--- config.mk ---
export PLATFORM = sky130hd
export DESIGN_NAME = sat_counter
export DESIGN_NICKNAME = d
export VERILOG_FILES = /design/src/rtl/serial_parity_checker_sat_counter.sv
export SDC_FILE = /design/constraint.sdc
export NUM_CORES = 1
export LEC_CHECK = 0
export BUFFER_PORTS_ARGS = -buffer_cell sky130_fd_sc_hd__buf_4
export CAP_MARGIN = 20
export CORE_AREA = 2 2 39 41
export DETAILED_ROUTE_END_ITERATION = 8
export DIE_AREA = 0 0 41 43
export MAX_ROUTING_LAYER = met4
export PLACE_DENSITY = 0.59
export SLEW_MARGIN = 10
export SYNTH_ARGS = -nofsm -noshare
export SYNTH_HDL_FRONTEND = slang
export SYNTH_SLANG_ARGS = --single-unit
--- constraint.sdc ---
create_clock -name clock -period 1.45 [get_ports clock]
set_input_delay 0.29 -clock clock [delete_from_list [all_inputs] [get_ports clock]]
set_output_delay 0.29 -clock clock [all_outputs]
set_load 0.03 [all_outputs]
--- src/rtl/serial_parity_checker_sat_counter.sv ---
// Saturating event counter; a clear coinciding with an event restarts at one.
module sat_counter #(
    parameter int CNT_W = 8
) (
    input  logic             clock,
    input  logic             rst_n,
    input  logic             inc,
    input  logic             clr,
    output logic [CNT_W-1:0] count
);

    always_ff @(posedge clock or negedge rst_n) begin
        if (!rst_n) begin
            count <= '0;
        end else if (clr) begin
            count <= CNT_W'(inc);
        end else if (inc && (count != '1)) begin
            count <= count + CNT_W'(1);
        end
    end

endmodule

**After elaboration in Yosys (flattened, before gate mapping)**

Cells that the tools add are included.

- Register bits: 8
- Bits of input ports: 4
- Output and inout port bits: 8
- Logic and storage cells: 7

- Add/subtract/negate cells: 1
- Eq/ne operators: 1
- Mux-type cells: 2
- Reduce and logical (&&, ||, !) cells: 2

Operators by type and width:

| operator | number |
|---|---|
| $mux W8 | 2 |
| $add A8 B1 Y8 const B | 1 |
| $ne A8 B8 Y1 const B | 1 |
| $reduce_bool A2 Y1 | 1 |
| $logic_and A1 B1 Y1 | 1 |

**Longest topological paths before layout**

Gate-level depths: netlist (run 1).

- Depth after elaboration: 4
- Gate-level depth with buffers: 4
- Depth with buffers taken out: 4

**Worst setup path before layout (run 1)**

OpenSTA, ideal clock, no wires.

- Path type: flip-flop to flip-flop
- From: register count[0]
- To: register count[5]
- Setup time: 132 ps
- Arrival: 1408 ps
- Required time: 1318 ps
- Path slack: -90 ps
- Cell stages (with the launch flop): 5
- Buffers on the path: 0
- Period minus slack after synthesis: 1540 ps
- Cell sequence: dfrtp_1 > ha_1 > and3_1 > a2111oi_2 > nor3b_1

- Word-level cells in the longest chain between the ends: 3
- Elaborated cells between the ends (all ways): 6
- Those cells by class: 1 x add/sub; 1 x eq/ne; 2 x mux; 2 x reduce/logical

Ends and longest elaborated chain:

| what | RTL line | text |
|---|---|---|
| start, declared | 9 | `output logic [CNT_W-1:0] count` |
| start signal, assigned | 16 | `count <= CNT_W'(inc);` |
| start signal, assigned | 18 | `count <= count + CNT_W'(1);` |
| $add A8 B1 Y8 / $ne A8 B8 Y1 (equally long branches) | 18, 17 |  |
| $mux W8 / $logic_and A1 B1 Y1 (equally long branches) | 17 | `end else if (inc && (count != '1)) begin` |
| $mux W8 / $reduce_bool A2 Y1 (equally long branches) | -- |  |

Parallel ways exist; a longest one is shown, timed or not. The select of a mux whose other input is x is not followed.
A chain may end at the register's enable or synchronous reset.

**Worst setup path after layout (run 1)**

Ends and elaborated chain as after synthesis.

==> metrics.md, run 1 <==
| Metric | Value |
|---|---|
| Max FFs per register | `8` |
| Area share of the largest cell type after synthesis | `42.3%` |
| Vias per std cell | `5.25` |
| Final period util | `95.3%` |
| Chain of cells forming the critical path | `ha_2, and3_1, a2111oi_2, nor3b_1` |
| Fill cells | `134` |
| Row count | `14` |
| Die width | `41 um` |
| Number of antenna violations at the first check in global routing | `0` |
| Share of the synthesized area in compound gates (AO/OA/AOI/OAI) | `23.3%` |
| Critical path endpoint category | `register` |
| Diode insertion count for antenna repair | `0` |
| Met2 usage in global routing | `18.8%` |
| H-tree level count | `1` |
| CTS tree | `built` |
| Starting DRC count in detailed routing | `3` |
| Fraction of power consumed by combinational cells | `17.6%` |
| Total detailed-routing wirelength | `1070 um` |
| Highest net fanout along the worst path | `5` |
| Largest registers in the final layout | `count (8)` |
| Global-route wire length before repair | `1680 um` |
| Critical setup path kind | `register to register` |
| Post-synthesis sequential element count | `8` |
| Worst-case vdd ir drop | `0.555 mV` |
| Largest net degree at the start of global routing | `12` |
| Post-DRT Antenna Nets | `0` |
| Number of global-route vias before repair | `351` |
| Part of the power in registers | `46.5%` |
| Leading register cell type out of synthesis | `sky130_fd_sc_hd__dfrtp_1` |
| Top-level I/O count | `12` |
| Reg2reg start | `count[0]$_DFFE_PN0P_` |
| Instance count of the mapped netlist | `47` |
| Nets | `70` |
| Total negative slack | `0 ns` |
| Fraction of power consumed by the clock network | `35.9%` |
| Leakage Power | `0.276 nW` |
| Count of input and output buffers | `11` |
| Area fraction in and, or, nand and nor cells after synthesis | `25.7%` |
| Seq. cell area | `203 um^2` |
| Aggregate global routing overflow | `0` |
| Number of pins with negative max-slew slack in the final report | `0` |
| Master of the slowest instance on the critical path | `sky130_fd_sc_hd__dfrtp_2` |
| Placed instance count | `75` |
| Max-Cap Viols | `0` |
| Biggest area contributors in the synthesized netlist | `sky130_fd_sc_hd__dfrtp_1 (42%), sky130_fd_sc_hd__a21oi_1 (5.3%), sky130_fd_sc_hd__nand2b_1 (5.3%), sky130_fd_sc_hd__a2111oi_2 (3.2%), sky130_fd_sc_hd__and3_1 (2.6%)` |
| Switching power of the nets | `135 uW` |
| Total nets after synthesis | `52` |
| Warnings from Yosys | `0` |
| Largest stage delay on the critical path | `0.40 ns` |
| Transition time at the pin with the least slew margin | `0.292 ns` |
| Clock insertion delay at the later pin of the skew report | `0.25 ns` |
| Maximum achievable frequency | `0.724 GHz` |
| Crit path required time | `1.58 ns` |
| Top cells by instance count after synthesis | `sky130_fd_sc_hd__dfrtp_1 (8), sky130_fd_sc_hd__a21oi_1 (5), sky130_fd_sc_hd__nand2b_1 (4)` |
| Portion of netlist area occupied by mux cells | `2.12%` |
| Hold Startpoint | `clr` |
| GPL Wtd Cong | `0.758` |
| Timing startpoint of the critical path | `count[0]$_DFFE_PN0P_` |
| TritonRoute pass-1 iters | `4` |
| HPWL after detailed placement | `799 um` |
| Asr flop ratio synth | `100%` |
| Drt wl/cell | `13.4 um` |
| Mean cell area of the mapped netlist | `10.1 um^2` |
| Total die area | `1760 um^2` |
| Placeable core area | `1380 um^2` |
| Combinational family with the most area after synthesis | `simple AND/OR/NAND/NOR gates` |
| Final Critical Period | `1.38 ns` |
| Internal cell power | `379 uW` |
| Multi-input gate area in the final layout | `260 um^2` |
| Number of remaining DRC errors | `0` |
| Run status | `complete, no violations` |
| Clock transition at the registers of the reported paths | `0.06 ns` |
| Via count | `420` |
| Number of endpoints with negative hold slack in the final report | `0` |
| Synth-to-Final Area Change | `33.6%` |
| Setup clock skew after layout | `0.000315 ns` |
| Relative slew slack | `80.5%` |
| Effective utilization at floorplan | `34.2%` |
| Global-route total usage across every layer | `15.2%` |
| Unique masters post-synth | `27` |
| Syn Std Cell Area | `473 um^2` |
| Met3 routing resource usage after global routing | `9.42%` |
| Met1 track demand over resource | `21.6%` |
| CTS max path bufs | `2` |
| Power density over the cells | `813 nW/um^2` |
| Sinks on Clock Net | `8` |
| Final setup violation count | `0` |
| Kind of path behind the tightest hold check | `input port to register` |
| Synthesized-area fraction occupied by xor and xnor cells | `0%` |
| Final cell count without fillers | `80` |
| Number of buffers created by CTS | `3` |
| Number of synthesized flops with an enable pin | `0` |
| Cell with the most instances after synthesis | `sky130_fd_sc_hd__dfrtp_1` |
| Seq/Total Area, Yosys | `42.3%` |
| Setup repair after global routing missed its margin | `false` |
| Fraction of layout instances using a drive strength above 1 | `40.6%` |
| Busiest layer in global routing | `met1` |
| Number of post-CTS setup repair buffers | `0` |
| CP arrival | `1.51 ns` |
| Largest area contributor in the netlist | `sky130_fd_sc_hd__dfrtp_1` |
| CTS Root Buffer Type | `sky130_fd_sc_hd__clkbuf_4` |
| Die extent in y | `43 um` |
| Share of synthesized cell area in full adder, half adder and majority cells | `2.65%` |
| Switching share of total power | `26.3%` |
| Sort of element at the start of the critical path | `register` |
| Largest register by flop count | `count` |
metal layers:
| layer | routed length, um | part of all wire [%] |
|---|---|---|
| met1 | 519 | 48 |
| met2 | 491 | 46 |
| met3 | 52 | 4.9 |
| met5 | 0 | 0 |
| met4 | 9 | 0.84 |
worst paths after layout:
kind / end / slack, ns / cells after the start
hold / removal: count[4]$_DFFE_PN0P_ / 0.27 / 2
setup reg to reg: count[5]$_DFFE_PN0P_ / 0.07 / 4
hold reg to reg: count[4]$_DFFE_PN0P_ / 0.66 / 1
min in group asynchronous: count[6]$_DFFE_PN0P_ / 0.39 / 2
max in group asynchronous: count[0]$_DFFE_PN0P_ / 0.92 / 2
setup / recovery: count[5]$_DFFE_PN0P_ / 0.07 / 4
cells in the final DEF, fill, tap and decap left out, types with 2 or more instances in the layout:
cell type,count
sky130_fd_sc_hd__dfrtp_1,6
sky130_fd_sc_hd__inv_1,2
sky130_fd_sc_hd__o21ai_0,2
sky130_fd_sc_hd__clkbuf_4,3
sky130_fd_sc_hd__buf_4,14
sky130_fd_sc_hd__or3_1,2
sky130_fd_sc_hd__dfrtp_2,2
sky130_fd_sc_hd__nand2b_1,4
sky130_fd_sc_hd__a21oi_1,4
sky130_fd_sc_hd__nand2_1,3
sky130_fd_sc_hd__and3_1,2
through the flow:
| step | cell area, um^2 | util (%) | worst slack [ns] | hold WS (ns) | power [mW] |
|---|---|---|---|---|---|
| final | 632 | 45.7 | 0.0682 | 0.270 | 0.514 |
| after global routing | 632 | 45.7 | 0.0340 | 0.281 | 0.546 |
| after CTS | 628 | 45.4 | 0.0279 | 0.269 | 0.523 |
| after detailed placement | 592 | 42.8 | 0.0563 | 0.119 | 0.332 |
| after global placement | 592 | 42.8 | 0.0932 | 0.118 | 0.331 |
| after floorplan | 478 | - | 0.00160 | -0.00559 | 0.288 |
cells by family (layout without fill, tap and decap cells):
| logic type | after synthesis | after routing |
|---|---|---|
| DFF | 8 | 8 |
| adders and majority gates | 1 | 1 |
| AOI/OAI and AO/OA | 15 | 15 |
| and+or+nand+nor | 18 | 18 |
| muxes | 1 | 1 |
| buffers and inverters | 4 | 21 |
layout make-up:
cell class | instances | share of cell area [%]
clock buffers | 4 | 4.16
inverters | 2 | 1.19
multi-input cells | 35 | 41.2
flip-flops and latches | 8 | 32.1
well taps | 16 | 3.17
repair buffers | 15 | 18.2
worst max-delay path, delay by kind of cell, from the launching register on:
kind            cells  cell delay, ns
compound gates      1            0.33
simple gates        2            0.33
flops               1            0.40
fa+ha+maj           1            0.20
what timing repair did:
action / CTS / global route
hold endpoints to repair: 8 / 0
endpoints found under the setup margin: 0 / 2
gates resized for setup: 0 / 1
hold buffers: 1 / 0
power by group through the flow:
stage	clock network, mW	logic, mW	registers [mW]
floorplan	0	0.0247	0.264
global placement	0	0.0886	0.243
detailed placement	0	0.0891	0.243
CTS	0.193	0.0914	0.239
global route	0.207	0.0999	0.240
finish	0.184	0.0902	0.239
Note: power is estimated with default switching activity, not from simulation.
==> inputs of run 2 (changes only) <==
--- a/config.mk
+++ b/config.mk
@@ -11,7 +11,7 @@
 export DETAILED_ROUTE_END_ITERATION = 8
 export DIE_AREA = 0 0 41 43
 export MAX_ROUTING_LAYER = met4
-export PLACE_DENSITY = 0.59
+export PLACE_DENSITY = 0.64
 export SLEW_MARGIN = 10
 export SYNTH_ARGS = -nofsm -noshare
 export SYNTH_HDL_FRONTEND = slang
==> constraint.sdc (replaced) <==
create_clock -name clock -period 1.5 [get_ports clock]
set_input_delay 0.3 -clock clock [delete_from_list [all_inputs] [get_ports clock]]
set_output_delay 0.3 -clock clock [all_outputs]
set_load 0.03 [all_outputs]
==> run 2 against run 1 <==
  * Die area did not move
  * Maximum frequency fell by 0.47%
  * Worst setup slack improved by 0.043 ns
  * Critical path depth did not move
  * Largest cell class unchanged
  * Cell area rose by 0.59%
  * Sequential power fell by 3%
  * Highest routed layer unchanged
  * Utilization rose by 0.27 points
  * Critical path type unchanged
  * Count of clock-buffer cells in the layout did not move
==> metrics.md, run 2 (same netlist as run 1, synthesis figures left out) <==
| Metric | Value |
|---|---|
| Run status | `complete, no violations` |
| Kind of path behind the tightest hold check | `input port to register` |
| Commonest cells after routing, fill and taps aside | `sky130_fd_sc_hd__buf_4 (13), sky130_fd_sc_hd__dfrtp_1 (6), sky130_fd_sc_hd__a21oi_1 (5)` |
| Worst-case vdd ir drop | `0.317 mV` |
| Largest register by flop count | `count` |
| Fraction of power consumed by the clock network | `37.3%` |
| Top-level I/O count | `12` |
| Maximum achievable frequency | `0.720 GHz` |
| Count of input and output buffers | `11` |
| Diode insertion count for antenna repair | `0` |
| Die width | `41 um` |
| Max FFs per register | `8` |
| Total negative slack | `0 ns` |
| CTS tree | `built` |
| Fraction of power consumed by combinational cells | `16.0%` |
| Largest net degree at the start of global routing | `12` |
| Internal cell power | `362 uW` |
| Die extent in y | `43 um` |
| Number of antenna violations at the first check in global routing | `0` |
| Placeable core area | `1380 um^2` |
| Reg2reg path depth | `4` |
| Overall power after layout | `499 uW` |
| Number of endpoints with negative hold slack in the final report | `0` |
| Drt wl/cell | `14.4 um` |
| CP arrival | `1.53 ns` |
| Aggregate global routing overflow | `0` |
| Part of the power in registers | `46.7%` |
| Number of buffers created by CTS | `3` |
| Setup clock skew after layout | `0.00112 ns` |
| Total die area | `1760 um^2` |
| Clock transition at the registers of the reported paths | `0.06 ns` |
| Final setup violation count | `0` |
| Highest net fanout along the worst path | `5` |
| CTS Root Buffer Type | `sky130_fd_sc_hd__clkbuf_4` |
| FF-to-FF End | `count[5]$_DFFE_PN0P_` |
| R2r setup slk | `0.11 ns` |
| H-tree level count | `1` |
| Final Critical Period | `1.39 ns` |
| Switching share of total power | `27.6%` |
| Nets | `69` |
| Hold Startpoint | `clr` |
| Synth-to-Final Area Change | `34.4%` |
| Final period util | `92.6%` |
| Vias per std cell | `5.56` |
| Post-DRT Antenna Nets | `0` |
| Row count | `14` |
| Most common library cell in the layout ignoring fill and taps | `sky130_fd_sc_hd__buf_4` |
| Seq. cell area | `203 um^2` |
| Number of pins with negative max-slew slack in the final report | `0` |
| Master of the slowest instance on the critical path | `sky130_fd_sc_hd__dfrtp_2` |
| Global-route wire length before repair | `1900 um` |
| Core occupancy in the finished layout | `45.9%` |
| Global-route total usage across every layer | `16.8%` |
| Cells on Worst Hold Path | `2` |
| TritonRoute pass-1 iters | `4` |
| Effective utilization at floorplan | `34.2%` |
| Worst Hold End | `count[4]$_DFFE_PN0P_` |
| Number of global-route vias before repair | `412` |
| Sinks on Clock Net | `8` |
| Chain of cells forming the critical path | `ha_1, and3_4, a2111oi_4, nor3b_1` |
| Critical setup path kind | `register to register` |
| Power density over the cells | `786 nW/um^2` |
| Via count | `439` |
| Leakage Power | `0.271 nW` |
| Sort of element at the start of the critical path | `register` |
| Transition time at the pin with the least slew margin | `0.290 ns` |
| Setup repair after global routing missed its margin | `false` |
| Fill cells | `136` |
| Number of remaining DRC errors | `0` |
| GPL Wtd Cong | `0.718` |
| Reg2reg start | `count[1]$_DFFE_PN0P_` |
| Clock insertion delay at the later pin of the skew report | `0.26 ns` |
| Largest stage delay on the critical path | `0.43 ns` |
| Largest registers in the final layout | `count (8)` |
| Multi-input gate area in the final layout | `272 um^2` |
| Starting DRC count in detailed routing | `5` |
| Worst slack on hold paths | `0.277 ns` |
| Switching power of the nets | `138 uW` |
| Fraction of layout instances using a drive strength above 1 | `38.1%` |
| Relative slew slack | `80.7%` |
| Max-Cap Viols | `0` |
| Number of post-CTS setup repair buffers | `0` |
| Crit path required time | `1.64 ns` |
| CTS max path bufs | `2` |
| Total detailed-routing wirelength | `1140 um` |
| Critical path endpoint category | `register` |
==> run 2: stage by stage <==
stage / setup WS [ns] / cells / cell area [um^2]
after floorplan: 0.0246 / 47 / 475
after global placement: 0.106 / 74 / 582
after detailed placement: 0.0544 / 74 / 582
after CTS: 0.0459 / 79 / 618
after global routing: 0.0408 / 79 / 636
final: 0.112 / 79 / 636
==> run 2: cell type report <==
cell class | count | share of cell area (%)
clock buffers | 4 | 4.13
well taps | 16 | 3.15
inverters | 2 | 1.18
multi-input cells | 35 | 42.7
repair buffers | 14 | 16.9
flip-flops and latches | 8 | 31.9
==> run 2: per-layer routing <==
metal | global-route usage [%] | vias to the layer above | part of all wire (%)
met1 | 21.2 | 211 | 45
met4 | 12.0 | 0 | 2.9
met5 | - | - | 0
met3 | 3.14 | 4 | 3.1
met2 | 23.1 | 11 | 49
li1 | - | 213 | -
==> run 2: worst max-delay path: cells and delay by family (launching register included) <==
kind / cells / cell delay (ns)
AOI/OAI and AO/OA: 1 / 0.34
adders and majority gates: 1 / 0.21
DFF: 1 / 0.43
and+or+nand+nor: 2 / 0.28
==> run 2: power groups by stage <==
stage          Sequential (mW)  Combinational (mW)  Clock, mW
2_1_floorplan            0.255              0.0234          0
4_1_cts                  0.233              0.0813      0.188
3_5_place_dp             0.237              0.0787          0
5_1_grt                  0.235              0.0873      0.200
6_report                 0.233              0.0799      0.186
3_3_place_gp             0.236              0.0769          0
==> run 2: repair_timing <==
action,CTS,global route
hold buffers,1,0
resized for setup,0,3
endpoints found under the setup margin,0,2
hold endpoints to repair,8,0
==> run 2: worst max-delay path by stage <==
stage	startpoint	to	slack [ns]	depth (start not counted)
after floorplan	count[0]$_DFFE_PN0P_	count[5]$_DFFE_PN0P_	0.02	4
after global placement	count[1]$_DFFE_PN0P_	count[5]$_DFFE_PN0P_	0.11	4
after detailed placement	count[1]$_DFFE_PN0P_	count[5]$_DFFE_PN0P_	0.05	4
after CTS	count[1]$_DFFE_PN0P_	count[5]$_DFFE_PN0P_	0.05	4
after global routing	count[1]$_DFFE_PN0P_	count[5]$_DFFE_PN0P_	0.04	4
final	count[1]$_DFFE_PN0P_	count[5]$_DFFE_PN0P_	0.11	4
